==> config.mk <==
export PLATFORM = sky130hd
export DESIGN_NAME = exe_div_seq
export DESIGN_NICKNAME = d
export VERILOG_FILES = /design/src/rtl/exe_div_seq_pkg.sv /design/src/rtl/exe_div_seq_div_step.sv /design/src/rtl/exe_div_seq.sv
export SDC_FILE = /design/constraint.sdc
export NUM_CORES = 1
export LEC_CHECK = 0
export BUFFER_PORTS_ARGS = -buffer_cell sky130_fd_sc_hd__buf_2
export CAP_MARGIN = 15
export CORE_ASPECT_RATIO = 1.1
export CORE_MARGIN = 2
export CORE_UTILIZATION = 54
export CTS_CLUSTER_SIZE = 16
export DETAILED_ROUTE_END_ITERATION = 8
export PLACE_DENSITY_LB_ADDON = 0.2
export SLEW_MARGIN = 40
export SYNTH_ARGS = -nofsm -noshare
export SYNTH_HDL_FRONTEND = slang
export SYNTH_SLANG_ARGS = --single-unit
==> constraint.sdc <==
create_clock -name clk_i -period 3.2 [get_ports clk_i]
set_input_delay 0.48 -clock clk_i [delete_from_list [all_inputs] [get_ports clk_i]]
set_output_delay 0.48 -clock clk_i [all_outputs]
set_load 0.01 [all_outputs]
==> src/rtl/exe_div_seq_pkg.sv <==
// exe_div_seq_pkg: divide op codes and sequencer state encoding shared by the divide unit
package exe_div_seq_pkg;
    localparam int OP_DIV  = 'h30;
    localparam int OP_DIVU = 'h31;
    localparam int OP_REM  = 'h32;
    localparam int OP_REMU = 'h33;
    typedef enum logic [1:0] {S_IDLE, S_CALC, S_DONE} div_state_e;
endpackage

==> src/rtl/exe_div_seq_div_step.sv <==
// exe_div_seq_div_step: one radix-2 restoring divide iteration
//  rem_i/quo_i       current partial remainder and shifting dividend/quotient
//  divisor_i         divisor magnitude
//  rem_o/quo_o       state after one shift/compare/subtract
module exe_div_seq_div_step #(
    parameter int WIDTH = 32
) (
    input  logic [WIDTH-1:0] rem_i,
    input  logic [WIDTH-1:0] quo_i,
    input  logic [WIDTH-1:0] divisor_i,
    output logic [WIDTH-1:0] rem_o,
    output logic [WIDTH-1:0] quo_o
);
    logic [WIDTH:0] shifted;
    logic [WIDTH:0] diff;
    // the top bit of diff is the borrow: set means the divisor did not fit
    always_comb begin
        shifted = {rem_i, quo_i[WIDTH-1]};
        diff    = shifted - {1'b0, divisor_i};
        rem_o   = diff[WIDTH] ? shifted[WIDTH-1:0] : diff[WIDTH-1:0];
        quo_o   = {quo_i[WIDTH-2:0], ~diff[WIDTH]};
    end
endmodule

==> src/rtl/exe_div_seq.sv <==
// exe_div_seq: multi-cycle DIV/DIVU/REM/REMU sequencer beside the exe ALU
//  clk_i, rst_i (async, active-low)
//  aluOp_i, op1_i, op2_i, reg_waddr_i, reg_we_i   divide request from id_exe
//  flush_i                                       abort any divide in flight
//  stall_req_o                                   hold IF..EXE while dividing
//  done_o, reg_waddr_o, reg_we_o, reg_wdata_o    one-cycle result write port
module exe_div_seq
    import exe_div_seq_pkg::*;
#(
    parameter int WIDTH  = 32,
    parameter int ADDR_W = 5,
    parameter int OP_W   = 8
) (
    input  logic              clk_i,
    input  logic              rst_i,
    input  logic [OP_W-1:0]   aluOp_i,
    input  logic [WIDTH-1:0]  op1_i,
    input  logic [WIDTH-1:0]  op2_i,
    input  logic [ADDR_W-1:0] reg_waddr_i,
    input  logic              reg_we_i,
    input  logic              flush_i,
    output logic              stall_req_o,
    output logic              done_o,
    output logic [ADDR_W-1:0] reg_waddr_o,
    output logic              reg_we_o,
    output logic [WIDTH-1:0]  reg_wdata_o
);
    localparam int CNT_W = $clog2(WIDTH);
    localparam logic [WIDTH-1:0] MIN_NEG = {1'b1, {(WIDTH-1){1'b0}}};

    div_state_e        state;
    logic [CNT_W-1:0]  cnt;
    logic [WIDTH-1:0]  rem, quo, dvsr, rem_nxt, quo_nxt;
    logic [WIDTH-1:0]  op1_abs, op2_abs, quo_fix, rem_fix;
    logic [ADDR_W-1:0] waddr;
    logic              is_div_op, is_signed_op, is_rem_op, start;
    logic              is_rem, neg_q, neg_r, we;

    assign is_div_op    = aluOp_i inside {OP_W'(OP_DIV), OP_W'(OP_DIVU), OP_W'(OP_REM), OP_W'(OP_REMU)};
    assign is_signed_op = aluOp_i == OP_W'(OP_DIV) || aluOp_i == OP_W'(OP_REM);
    assign is_rem_op    = aluOp_i == OP_W'(OP_REM) || aluOp_i == OP_W'(OP_REMU);
    // start is gated by rst_i so a divide op held during reset cannot raise a stall
    assign start        = rst_i && state == S_IDLE && is_div_op && !flush_i;
    assign stall_req_o  = start || state == S_CALC;
    // magnitude of -2^(W-1) negates to itself and is read as unsigned
    assign op1_abs      = (is_signed_op && op1_i[WIDTH-1]) ? -op1_i : op1_i;
    assign op2_abs      = (is_signed_op && op2_i[WIDTH-1]) ? -op2_i : op2_i;
    assign quo_fix      = neg_q ? -quo : quo;
    assign rem_fix      = neg_r ? -rem : rem;
    assign done_o       = state == S_DONE && !flush_i;
    assign reg_we_o     = done_o && we;
    assign reg_waddr_o  = done_o ? waddr : '0;
    assign reg_wdata_o  = done_o ? (is_rem ? rem_fix : quo_fix) : '0;

    exe_div_seq_div_step #(.WIDTH(WIDTH)) u_step (
        .rem_i    (rem),
        .quo_i    (quo),
        .divisor_i(dvsr),
        .rem_o    (rem_nxt),
        .quo_o    (quo_nxt)
    );

    always_ff @(posedge clk_i or negedge rst_i) begin
        if (!rst_i) begin
            state  <= S_IDLE;
            cnt    <= '0;
            rem    <= '0;
            quo    <= '0;
            dvsr   <= '0;
            waddr  <= '0;
            we     <= 1'b0;
            is_rem <= 1'b0;
            neg_q  <= 1'b0;
            neg_r  <= 1'b0;
        end else if (flush_i) begin
            state <= S_IDLE;
        end else begin
            case (state)
                S_IDLE: if (start) begin
                    is_rem <= is_rem_op;
                    waddr  <= reg_waddr_i;
                    we     <= reg_we_i;
                    cnt    <= '0;
                    // special cases load the final result directly, no sign fix-up
                    if (op2_i == '0) begin
                        quo   <= '1;
                        rem   <= op1_i;
                        neg_q <= 1'b0;
                        neg_r <= 1'b0;
                        state <= S_DONE;
                    end else if (is_signed_op && op1_i == MIN_NEG && op2_i == '1) begin
                        quo   <= op1_i;
                        rem   <= '0;
                        neg_q <= 1'b0;
                        neg_r <= 1'b0;
                        state <= S_DONE;
                    end else begin
                        quo   <= op1_abs;
                        rem   <= '0;
                        dvsr  <= op2_abs;
                        neg_q <= is_signed_op && (op1_i[WIDTH-1] ^ op2_i[WIDTH-1]);
                        neg_r <= is_signed_op && op1_i[WIDTH-1];
                        state <= S_CALC;
                    end
                end
                S_CALC: begin
                    rem   <= rem_nxt;
                    quo   <= quo_nxt;
                    cnt   <= cnt + 1'b1;
                    state <= cnt == CNT_W'(WIDTH - 1) ? S_DONE : S_CALC;
                end
                default: state <= S_IDLE;
            endcase
        end
    end
endmodule

==> results_dict.tcl <==
set metrics [dict create \
    synth_seq_area_share_pct 28.0 \
    stdcell_area_mm2 0.0129 \
    drtIter0Drc 769 \
    failed_checks "negative setup slack" \
    worstSetupPathType "flip-flop to output port" \
    grt_pass1_wl_mm 49.0 \
    area_delta_synth_final_pct 28.7 \
    synthTopCellsByArea "dfrtp_1 (28%), xor2_1 (6.6%), xnor2_1 (6.3%)" \
    setup_slack_ns -0.571 \
    dp_hpwl_mm 22.7 \
    cp.required_ns 2.72 \
    synth-main-ff-cell "dfrtp_1" \
    grt_usage_pct 31.2 \
    setup_viol 36 \
    wl_per_cell_um 17.6 \
    period_minus_slack_ns 3.77 \
    syn_area_mm2 0.0100 \
    portBuffers 120 \
    layoutNonFillerInstCount 1727 \
    antennaDiodeCount 0 \
    numCtsBuffers 9 \
    whs_ns 0.163 \
    start_util_pct 54.8 \
    clkTransAtPathRegs_ns 0.08 \
    synth_warnings 0 \
    dpl-instance-area_mm2 0.0117 \
    vias_per_cell 5.89 \
    insertion_delay_ns 0.37 \
    io_pins 121 \
    peakVddDrop_uv 384 \
    max-slew-margin-rel_pct 45.4 \
    worstPathCellList "nor4_4 > nand3_2 > or4_4 > nand2b_4 > or4_4 > nand2b_4 > o31ai_4 > xnor2_1 > o21ai_1 > a21oi_2 > buf_2" \
    worstMarginPinSlew_ns 0.819 \
    antenna_found_initial 0 \
    min_period_over_period_pct 118 \
    power.total_mw 6.33 \
    max_freq_ghz 0.265 \
    dr.pass1.iters 5 \
    gr-total-overflow 0 \
    finalMaxSlewViolations 0 \
    drv_cap 0 \
    dr_wl_met2_mm 14.2 \
    dp_cells 1692 \
    arrival_ns 3.29 \
    pre_cts_ws_ns -0.169 \
    yosys.area.top_type "dfrtp_1" \
    min_path_type "input pin to async pin" \
    skew_ns 0.0105 \
    vias 10200 \
    final_layout_size_suffix_gt1_share_pct 29.0 \
    antenna_left 0 \
    synthesis.nets 1390 \
    route.met3.wl_mm 2.29 \
    hold_viol 0 \
    grt_pass1_vias 9561 \
    core-area_mm2 0.0183 \
    clock-root-buffer "clkbuf_16" \
    place_congestion 0.938 \
    met1_length_mm 13.1 \
    nNetsFinal 1600 \
    status "complete, but fails checks" \
    max_stage_delay_ns 0.51 \
    synth_top_area_share_pct 28.0 \
    die_h_um 147 \
    drc_errors 0 \
    rsz0062_at_grt "true" \
    synth_edf_count 0 \
    synth_cell_types 71 \
    cts.htree.levels 3 \
    routed_wl_mm 30.4 \
    end_kind "output port" \
    cts_tree "done" \
    final_util_pct 70.5 \
    clock-sinks 112 \
    synth_cells 1269 \
    die_w_um 134 \
    cts.path.max_buffers 2 \
    cp_max_fo 3 \
    grt_max_degree 113 \
    synth_async_sr_flop_share_pct 100 \
    startpoint_type "flip-flop" \
    top_layer "met4" \
    fin_tns_setup_ns -5.39 \
    crit_slowest_cell "or4_4" \
    num_rows 52 \
    ys_seq_elements 112 \
    syn_avg_cell_area_um2 7.89 \
    power_density_mw_per_mm2 491 \
    dieArea_mm2 0.0197 \
    p_leak_nw 5.49 \
]
## routing by layer
layer	track usage, %	up-vias
met1	42.9	4749
li1	-	4977
met2	50.3	398
met4	11.1	0
met5	0	-
met3	4.66	46
## registers in the layout, indices dropped and copies added, names as in the netlist, 2 cells and up
register	flops
dvsr	32
rem	32
quo	32
waddr	5
state	2
cnt	5
## cells by family after synthesis
kind of cell               share of synthesized area, %
AOI/OAI and AO/OA                                  24.6
xor gates and xnor gates                           12.9
adders and majority gates                          5.07
buffers and inverters                              5.21
DFF                                                28.0
muxes                                              3.70
and+or+nand+nor                                    20.6
## Yosys cell counts, drive strengths merged, types with 2 or more instances
cell type  count
a21o          17
o221ai         3
o31ai         41
a21oi         73
nor4          16
nand4         15
o21ai        124
o21a           7
a31oi         10
o311ai         2
mux2          16
a2111oi        2
dfrtp        112
a211oi        22
or2            5
nor2b          7
ha            39
nor3b          2
nor3          16
nand3         24
a21boi         5
nand2b         6
a221oi        27
and2          11
o41ai         15
or4           18
clkbuf        52
and3          15
buf           17
inv           57
nor2         135
xor2          75
xnor2         72
nand2        143
a211o          4
mux2i         19
o211ai         4
or3           13
a22oi          3
o22ai         12
## placed cells by master (no fill, tap or decap), types with 19 or more instances in the layout
cell,n
buf_4,126
inv_1,55
nand2_1,130
nand3_1,19
nor2_1,129
xor2_1,64
a211oi_1,20
o21ai_0,91
ha_1,37
xnor2_1,72
o31ai_1,26
a21oi_1,70
dfrtp_1,111
buf_2,119
o21ai_1,21
a221oi_1,20
## final cells by class
class                   count  area [um^2]
fillers                  1490         5400
multi-input cells        1032         7430
clock inverters             7         72.6
well taps                 243          304
repair buffers            267         1830
inverters                  57          214
clock buffers               9          225
flip-flops and latches    112         2800
## worst max-delay path: cells and delay by family (launching register included)
family / cells / cell delay (ns)
compound gates: 3 / 0.47
xor+xnor: 1 / 0.16
buf+inv: 1 / 0.15
flops: 1 / 0.42
simple gates: 6 / 1.72
## final timing paths
check / from / end / slack, ns / cells after the start
hold reg to reg: cnt[4] / cnt[4] / 0.48 / 2
setup / recovery: quo[2] / reg_wdata_o[28] / -0.57 / 11
hold / removal: rst_i / quo[2] / 0.16 / 2
min in group clk_i: flush_i / state[0] / 0.30 / 2
setup reg to reg: dvsr[0] / rem[5] / -0.03 / 13
max in group asynchronous: rst_i / rem[30] / 2.38 / 2
## repair_timing
| action | in CTS | in global routing |
|---|---|---|
| setup buffers | 10 | 8 |
| pin swaps | 27 | 30 |
| hold buffers | 0 | 0 |
| gates resized for setup | 100 | 77 |
| setup endpoints to repair | 52 | 56 |
| cloned | 3 | 0 |
## report_power, final
part	leakage [nW]	internal, mW	switching [mW]	total, mW
combinational	3.91	1.55	1.72	3.27
sequential	1.43	1.62	0.260	1.88
clock	0.141	0.608	0.569	1.18
total	5.49	3.78	2.55	6.33
No activity file was read; power rests on OpenSTA's default activity.
